<file path="config.mk">
export PLATFORM = sky130hd
export DESIGN_NAME = perceptron_bp
export DESIGN_NICKNAME = d
export VERILOG_FILES = /design/src/rtl/perceptron_bp_pkg.sv /design/src/rtl/perceptron_bp_mult.sv /design/src/rtl/perceptron_bp.sv
export SDC_FILE = /design/constraint.sdc
export NUM_CORES = 2
export LEC_CHECK = 0
export ABC_AREA = 1
export BUFFER_PORTS_ARGS = -buffer_cell sky130_fd_sc_hd__buf_2
export CAP_MARGIN = 15
export CORE_ASPECT_RATIO = 1.4
export CORE_MARGIN = 1
export CORE_UTILIZATION = 63
export CTS_BUF_LIST = sky130_fd_sc_hd__clkbuf_16
export DETAILED_ROUTE_END_ITERATION = 16
export PLACE_DENSITY = 0.82
export SLEW_MARGIN = 40
export SYNTH_ARGS = -nofsm -noshare
export SYNTH_HDL_FRONTEND = slang
export SYNTH_SLANG_ARGS = --single-unit
export TNS_END_PERCENT = 20
</file>
<file path="constraint.sdc">
create_clock -name clk -period 25.1 [get_ports clk]
set_input_delay 1.255 -clock clk [delete_from_list [all_inputs] [get_ports clk]]
set_output_delay 1.255 -clock clk [all_outputs]
set_load 0.02 [all_outputs]
</file>
<file path="src/rtl/perceptron_bp_pkg.sv">
// Shared types and fixed-point helpers for the perceptron backprop engine.
// Width/Frac here must match the WIDTH/FRAC parameters of perceptron_bp.
package perceptron_bp_pkg;

    localparam int unsigned Width = 32;
    localparam int unsigned Frac  = 16;

    localparam logic [Width-1:0] One    = Width'(64'd1 << Frac);
    localparam logic [Width-1:0] SatMax = {1'b0, {(Width-1){1'b1}}};
    localparam logic [Width-1:0] SatMin = {1'b1, {(Width-1){1'b0}}};

    typedef enum logic [2:0] {
        StIdle, StDer1, StDer2, StLrd, StUpd, StProp, StDone
    } state_e;

    // One guard bit catches signed overflow; clamp toward the true result's sign.
    function automatic logic [Width-1:0] sat_add(input logic [Width-1:0] x,
                                                 input logic [Width-1:0] y);
        logic [Width:0] s;
        s = {x[Width-1], x} + {y[Width-1], y};
        if (s[Width] != s[Width-1]) return s[Width] ? SatMin : SatMax;
        return s[Width-1:0];
    endfunction

    function automatic logic [Width-1:0] sat_sub(input logic [Width-1:0] x,
                                                 input logic [Width-1:0] y);
        logic [Width:0] s;
        s = {x[Width-1], x} - {y[Width-1], y};
        if (s[Width] != s[Width-1]) return s[Width] ? SatMin : SatMax;
        return s[Width-1:0];
    endfunction

endpackage

</file>
<file path="src/rtl/perceptron_bp_mult.sv">
// Combinational signed fixed-point multiply: full product, arithmetic shift by FRAC,
// saturate to WIDTH bits.
module mult_fx #(
    parameter int unsigned WIDTH = 32,
    parameter int unsigned FRAC  = 16
) (
    input  logic [WIDTH-1:0] x_i,
    input  logic [WIDTH-1:0] y_i,
    output logic [WIDTH-1:0] p_o
);

    logic signed [2*WIDTH-1:0] xe, ye, prod, shr;
    logic [WIDTH:0]            hi;
    logic                      ovf;

    assign xe   = $signed({{WIDTH{x_i[WIDTH-1]}}, x_i});
    assign ye   = $signed({{WIDTH{y_i[WIDTH-1]}}, y_i});
    assign prod = xe * ye;
    assign shr  = prod >>> FRAC;
    // Result fits only if everything above the kept sign bit is sign extension.
    assign hi   = shr[2*WIDTH-1:WIDTH-1];
    assign ovf  = !((&hi) || !(|hi));

    always_comb begin
        p_o = shr[WIDTH-1:0];
        if (ovf) p_o = shr[2*WIDTH-1] ? {1'b1, {(WIDTH-1){1'b0}}} : {1'b0, {(WIDTH-1){1'b1}}};
    end

endmodule

</file>
<file path="src/rtl/perceptron_bp.sv">
// Backprop/weight-update engine for one perceptron; a single shared fixed-point
// multiplier is stepped through delta, update and error-propagation phases.
module perceptron_bp
    import perceptron_bp_pkg::*;
#(
    parameter int unsigned NUM   = 2,
    parameter int unsigned WIDTH = Width,
    parameter int unsigned FRAC  = Frac
) (
    input  logic                     clk,
    input  logic                     rst,
    input  logic                     i_start,
    input  logic [NUM*WIDTH-1:0]     i_k,
    input  logic [NUM*WIDTH-1:0]     i_w,
    input  logic [WIDTH-1:0]         i_b,
    input  logic [WIDTH-1:0]         i_a,
    input  logic [WIDTH-1:0]         i_err,
    input  logic [WIDTH-1:0]         i_lr,
    output logic                     o_busy,
    output logic                     o_done,
    output logic                     o_wr,
    output logic [(NUM+1)*WIDTH-1:0] o_w,
    output logic [NUM*WIDTH-1:0]     o_err
);

    localparam int unsigned IdxW = (NUM > 1) ? $clog2(NUM) : 1;
    localparam logic [IdxW-1:0] LastIdx = IdxW'(NUM - 1);

    state_e          state_q, state_d;
    logic [IdxW-1:0] idx_q, idx_d;

    logic [WIDTH-1:0] k_q [NUM];
    logic [WIDTH-1:0] w_q [NUM];
    logic [WIDTH-1:0] wnew_q [NUM];
    logic [WIDTH-1:0] perr_q [NUM];
    logic [WIDTH-1:0] b_q, a_q, err_q, lr_q, t_q, delta_q, ld_q;
    logic [WIDTH-1:0] mul_x, mul_y, mul_p;

    logic                     busy_q, done_q;
    logic [(NUM+1)*WIDTH-1:0] w_out_q;
    logic [NUM*WIDTH-1:0]     err_out_q;

    mult_fx #(
        .WIDTH (WIDTH),
        .FRAC  (FRAC)
    ) u_mult (
        .x_i (mul_x),
        .y_i (mul_y),
        .p_o (mul_p)
    );

    always_ff @(posedge clk) begin
        if (rst) begin
            state_q <= StIdle;
            idx_q   <= '0;
        end else begin
            state_q <= state_d;
            idx_q   <= idx_d;
        end
    end

    always_comb begin
        state_d = state_q;
        idx_d   = idx_q;
        unique case (state_q)
            StIdle: if (i_start) state_d = StDer1;
            StDer1: state_d = StDer2;
            StDer2: state_d = StLrd;
            StLrd: begin
                state_d = StUpd;
                idx_d   = '0;
            end
            StUpd: begin
                if (idx_q == LastIdx) begin
                    state_d = StProp;
                    idx_d   = '0;
                end else begin
                    idx_d = idx_q + 1'b1;
                end
            end
            StProp: begin
                if (idx_q == LastIdx) begin
                    state_d = StDone;
                    idx_d   = '0;
                end else begin
                    idx_d = idx_q + 1'b1;
                end
            end
            StDone:  state_d = StIdle;
            default: state_d = StIdle;
        endcase
    end

    // Multiplier operand steering, one product per cycle.
    always_comb begin
        mul_x = '0;
        mul_y = '0;
        case (state_q)
            StDer1: begin mul_x = a_q;     mul_y = sat_sub(One, a_q); end
            StDer2: begin mul_x = err_q;   mul_y = t_q;               end
            StLrd:  begin mul_x = lr_q;    mul_y = delta_q;           end
            StUpd:  begin mul_x = ld_q;    mul_y = k_q[idx_q];        end
            StProp: begin mul_x = delta_q; mul_y = w_q[idx_q];        end
            default: ;
        endcase
    end

    always_ff @(posedge clk) begin
        if (rst) begin
            busy_q    <= 1'b0;
            done_q    <= 1'b0;
            w_out_q   <= '0;
            err_out_q <= '0;
            b_q       <= '0;
            a_q       <= '0;
            err_q     <= '0;
            lr_q      <= '0;
            t_q       <= '0;
            delta_q   <= '0;
            ld_q      <= '0;
            for (int j = 0; j < NUM; j++) begin
                k_q[j]    <= '0;
                w_q[j]    <= '0;
                wnew_q[j] <= '0;
                perr_q[j] <= '0;
            end
        end else begin
            busy_q <= (state_q != StIdle);
            done_q <= 1'b0;
            case (state_q)
                StIdle: begin
                    if (i_start) begin
                        b_q   <= i_b;
                        a_q   <= i_a;
                        err_q <= i_err;
                        lr_q  <= i_lr;
                        for (int j = 0; j < NUM; j++) begin
                            k_q[j] <= i_k[j*WIDTH +: WIDTH];
                            w_q[j] <= i_w[j*WIDTH +: WIDTH];
                        end
                    end
                end
                StDer1: t_q     <= mul_p;
                StDer2: delta_q <= mul_p;
                StLrd:  ld_q    <= mul_p;
                StUpd:  wnew_q[idx_q] <= sat_sub(w_q[idx_q], mul_p);
                StProp: perr_q[idx_q] <= mul_p;
                StDone: begin
                    done_q <= 1'b1;
                    w_out_q[NUM*WIDTH +: WIDTH] <= sat_sub(b_q, ld_q);
                    for (int j = 0; j < NUM; j++) begin
                        w_out_q[j*WIDTH +: WIDTH]   <= wnew_q[j];
                        err_out_q[j*WIDTH +: WIDTH] <= perr_q[j];
                    end
                end
                default: ;
            endcase
        end
    end

    assign o_busy = busy_q;
    assign o_done = done_q;
    assign o_wr   = done_q;
    assign o_w    = w_out_q;
    assign o_err  = err_out_q;

endmodule

</file>
# Yosys cells after proc, flatten, opt, wreduce, memory -nomap -nowiden
# Memory sizes are Yosys's and may differ from the RTL's. A register that Yosys moved wholly into a read port is not among the register bits.
# Index checks and enable logic that the tools add are counted.
# op_classes
n_addsub	4
n_mul	1
n_eq_ne	12
mux	56
n_bitwise	4
n_reduce_logical	12
# op_table
op	count
2-to-1 mux 32 bit	19
one-hot mux 32 bit (5 select lines)	2
subtractor 32 x 32 -> 33 bit	2
multiplier 32 x 32 -> 64 bit	1
OR reduction 32 bit	2
subtractor 18 x 32 -> 33 bit (first input constant)	1
2-to-1 mux 1 bit	30
one-hot mux 3 bit (6 select lines)	1
AND reduction 17 bit	1
OR reduction 17 bit	1
equality test 3 bit (second input constant)	3
2-to-1 mux 3 bit	3
equality test 3 x 2 -> 1 bit (second input constant)	2
inequality test 2 bit (second input constant)	3
bitwise OR 1 bit	4
equality test 3 x 1 -> 1 bit (second input constant)	1
logical NOT 3 bit	1
inequality test 1 bit	3
AND reduction 3 bit	1
nonzero test 3 bit	1
one-hot mux 1 bit (2 select lines)	1
AND reduction 2 bit	1
nonzero test 2 bit	1
OR reduction 2 bit	1
other kinds (3)	3
# word_totals
ff_bits	326
ramBits	256
elab_cells	105
n_memories	4
# memory_table
memory	depth	width	rd	rd_clocked_by_memory_dff	write_ports	line	text
k_q	2	32	1	1	2	perceptron_bp.sv:32	logic [WIDTH-1:0] k_q [NUM];
perr_q	2	32	2	2	2	perceptron_bp.sv:35	logic [WIDTH-1:0] perr_q [NUM];
w_q	2	32	1	1	2	perceptron_bp.sv:33	logic [WIDTH-1:0] w_q [NUM];
wnew_q	2	32	2	2	2	perceptron_bp.sv:34	logic [WIDTH-1:0] wnew_q [NUM];

# Logic depth before layout (Yosys ltp)
# depth
ltp_word	20
mapped_depth	87
depth_no_buf	81

# Hierarchy
# A second synthesis with hierarchy kept.
# unflattened
hier_cells	8925
hier_area_um2	69477.9
# by_module_without_submodules
mod	n_inst	cells_each	area_each_um2
mult_fx	1	4923	38324.3
perceptron_bp	1	4002	31153.6

# Least setup slack after synthesis
# No wires, ideal clock.
# synth_path
path_type	reg-to-reg
from	register a_q[0]
to	memory wnew_q[1][12], data pin
arrival_ns	14.219
setup_slack_ns	10.611
stages_incl_launch_ff	78
n_path_buf	6
synth_period_minus_slack_ns	14.489
cell_sequence	dfxtp_1 -> nor3_1 -> inv_1 -> nor2_1 -> nand2_1 -> nor3_1 -> nand2_1 -> nor2_1 -> a21oi_1 -> nor2_1 -> inv_1 -> nor3_1 -> nand2_1 -> inv_1 -> nand3_1 -> nor3_1 -> nand3_1 -> xor2_1 -> (+42 left out) -> o21ai_0 -> a21oi_1 -> nor2_1 -> o21ai_0 -> nand2_1 -> nand2_1 -> nand2_1 -> a21oi_1 -> o21ai_0 -> nand4_1 -> nand3_1 -> nand2_1 -> inv_1 -> or2_2 -> clkbuf_1 -> clkbuf_1 -> buf_1 -> a21oi_1
# synth_rtl
element	line	text
from (decl)	perceptron_bp.sv:36	logic [WIDTH-1:0] b_q, a_q, err_q, lr_q, t_q, delta_q, ld_q;
from (signal assigned)	perceptron_bp.sv:134	a_q <= i_a;
to (decl)	perceptron_bp.sv:34	

==> metrics <==
run status=complete, no violations; die height=385 microns; GRT Overall Usage=45.7%; critical path arrival=18860 ps; hold wc startpoint=perr_q[0][0]$_SDFFCE_PN0P_; Hold Crit Endpoint=o_err[0]$_SDFFE_PP0P_; Tcrit/Tclk final=73.6%; Hold/Removal Path Class=flip-flop to flip-flop; Setup CP Type=flip-flop to flip-flop; nets=9732; GRT overflow=0; CTS Buf Count=54; Met1 Wirelength=71500 microns; DRC Markers=0; Post-CTS Setup Bufs=0; RSZ-0062 raised after global routing=no; Final setup viols=0; Slew HR=36.0%; Clk Latency, worst-skew pair=between 600 and 700 ps; Period minus WS final=18470 ps; worst slack, placed=6810 ps; final hold vios=0; Inst Count DP=9432; FF-to-FF path depth=73; cells after synthesis=7928; CP Data Required Time=around 26000 ps; vias=57500; Clock Tree Root=clkbuf_16; ratio of total power to cell area=120 nW/um^2; total nets after synthesis=9517; PnR worst setup slack=around 6600 ps; Post-CTS Hold Buffers=0; Slew Limit Fails=0; crit-path most repeated cell=nand2_1; Via density=6.02; clock-pin transition on the worst setup and hold timing paths=70 ps; Finished Core Util=68.7%; clk_skew=65.6 ps; first-pass GRT wire length=352000 microns; CP endpoint kind=flip-flop; Final ANT Viol Nets=0; initial antenna violation count=6; YS warnings=0; I/O pin count=422; top-area cell type share of the netlist area=32.8%; IO Port Bufs=approximately 420; P_leak=35.8 nW; area added between synthesis and finish=8.04%; Die X=276 microns; ys flop type=dfxtp_1; Max Freq=~0.054 GHz; reg-to-reg endpoint=wnew_q[0][2]$_SDFFCE_PN0P_; CTS H-tree lvls=2; WL/cell=between 20 and 30 microns; largest net degree at the start of global routing=128; worst flop-to-flop path startpoint=a_q[0]$_SDFFE_PP0P_; die area=106000 sq um; ranking of synthesized cells by area=fa_1 (33%), dfxtp_1 (12%), edfxtp_1 (12%); Synth Register Bits=about 650; Synth area leader=fa_1; worst vdd ir=0.000240 V; first-pass iteration count of the detailed router=7; top routing layer in use=met5; clock sinks=647; Setup TNS Final=0 ps; CTS tree=yes; Core Area=104000 sq um; Worst Hold Margin=approximately 470 ps; Critical-path top delay cell=fa_1; Worst-Margin Slew=955 ps; hold path cells=2; CTS Buffer Depth=3; starting density of the core=63.6%; final WL=241000 microns; crit-path max FO=59; routability cong.=1.10; Critical Path Max Stage Delay=~700 ps; vias in the first global route=59400; max_cap viols=0; DRT iter0 DRCs=approximately 6300; reg2reg setup slack=6630 ps; non-filler cells, final=9545; crit start category=flip-flop; share of cells above drive strength 1=9.66%; ys async rst share=0%; Synth cell types=54; average size of a mapped cell=8.34 sq um; WL met3=27200 microns; cells resized by post-CTS repair=0; sequential-to-total area share from yosys stat=23.5%; mapped cell area=66100 sq um; FP Rows=140; WL met2=about 110000 microns; detailed placer's ending HPWL=188000 microns; Post-synth EDFFs=256
==> cells in the mapped netlist (all sizes together), types with 2 or more instances <==
cell,n
a211oi,11
a21boi,11
a21oi,392
a221oi,34
a31oi,39
and2,2
buf,32
clkbuf,333
clkinv,12
dfxtp,391
edfxtp,256
fa,1084
ha,246
inv,1801
mux2,60
nand2,1110
nand3,104
nand3b,4
nand4,7
nor2,1239
nor3,40
nor4,35
o211ai,3
o21a,17
o21ai,353
o21bai,9
o22ai,171
o31ai,8
xnor2,46
xor2,70
==> metrics by stage <==
step                power [W]  cell area [sq um]
floorplan             0.00513              66100
global placement      0.00727              69400
detailed placement    0.00738              69500
CTS                   0.00828              71400
global route          0.00893              71400
finish                0.00856              71400
==> cell families (layout without fill, tap and decap cells) <==
kind of cell | count (synthesis) | in the layout | share of synthesized area (%)
flops | 647 | 647 | 23.5
mux | 60 | 60 | 1.02
simple gates | 2543 | 2543 | 15.2
buf+inv | 2178 | 2439 | 12.4
xor+xnor | 116 | 116 | 1.56
compound gates | 1054 | 1054 | 8.85
other cells | 0 | 7 | 0
fa+ha+maj | 1330 | 1330 | 37.5
==> worst max-delay path, delay by kind of cell (launching register included) <==
kind | cells | cell delay, ps
AO/OA/AOI/OAI | 10 | 2110
XOR/XNOR | 2 | 430
adder cells (fa/ha/maj) | 12 | 5830
buffers and inverters | 14 | 2900
flip-flops | 1 | 330
AND/OR/NAND/NOR | 35 | 6620
==> flip-flops by register name, summed over array words and instances (netlist names), 3 cells and up, named ones only <==
| signal | flops |
|---|---|
| a_q | 32 |
| k_q | 64 |
| ld_q | 32 |
| o_err | 64 |
| wnew_q | 64 |
| o_w | 96 |
| delta_q | 32 |
| lr_q | 32 |
| b_q | 32 |
| state_q | 3 |
| perr_q | 64 |
| err_q | 32 |
| t_q | 32 |
| w_q | 64 |
==> worst max path at each step <==
stage	start	to	slack, ps	depth (start not counted)
2_1_floorplan	a_q[0]$_SDFFE_PP0P_	wnew_q[1][12]$_SDFFCE_PN0P_	10610	77
3_3_place_gp	a_q[0]$_SDFFE_PP0P_	wnew_q[0][6]$_SDFFCE_PN0P_	6680	71
3_5_place_dp	a_q[0]$_SDFFE_PP0P_	wnew_q[1][1]$_SDFFCE_PN0P_	6810	70
4_1_cts	a_q[0]$_SDFFE_PP0P_	wnew_q[0][2]$_SDFFCE_PN0P_	6790	70
5_1_grt	a_q[0]$_SDFFE_PP0P_	wnew_q[0][2]$_SDFFCE_PN0P_	5030	77
6_report	a_q[0]$_SDFFE_PP0P_	wnew_q[0][2]$_SDFFCE_PN0P_	6630	73
==> cell usage in the layout, fill, tap and decap left out, types with 17 or more instances in the layout <==
master     count
inv_2         21
clkbuf_16     54
nand2_2       34
buf_2        428
nand3_1       97
nor2_1      1235
clkinv_1      17
buf_4         86
mux2_2        60
a21oi_1      390
nand2_1     1064
xnor2_1       46
fa_1        1083
dfxtp_1      390
nor3_1        38
edfxtp_1     256
nor4_2        30
o21ai_0      348
a221oi_1      34
xor2_1        69
o22ai_1      170
ha_1         246
a31oi_1       39
o21a_1        17
inv_1       1790
==> power breakdown <==
| part | switching (W) | internal [W] | total, W | leakage, nW |
|---|---|---|---|---|
| logic | 0.00463 | 0.00174 | 0.00637 | 29.0 |
| clock network | 0.000425 | 0.000473 | 0.000898 | 0.935 |
| registers | 0.0000601 | 0.00124 | 0.00130 | 5.88 |
| total | 0.00512 | 0.00345 | 0.00856 | 35.8 |
==> per-layer routing <==
metal  GRT usage (%)  vias to the layer above
met3            13.0                     1438
met2            73.3                     4020
met5               0                        -
met1            46.6                    27600
li1                -                    24400
met4            46.7                        6
==> area by class of cell <==
class	instances	area [sq um]
antenna	7	17.5
clock buffer	54	1350
clock inverter	48	494
fill	8248	32600
inverter	1813	6820
multi-input combinational	5103	42700
sequential	647	15500
tap	1349	1690
timing repair buffer	524	2900
No activity file was read; power rests on OpenSTA's default activity.
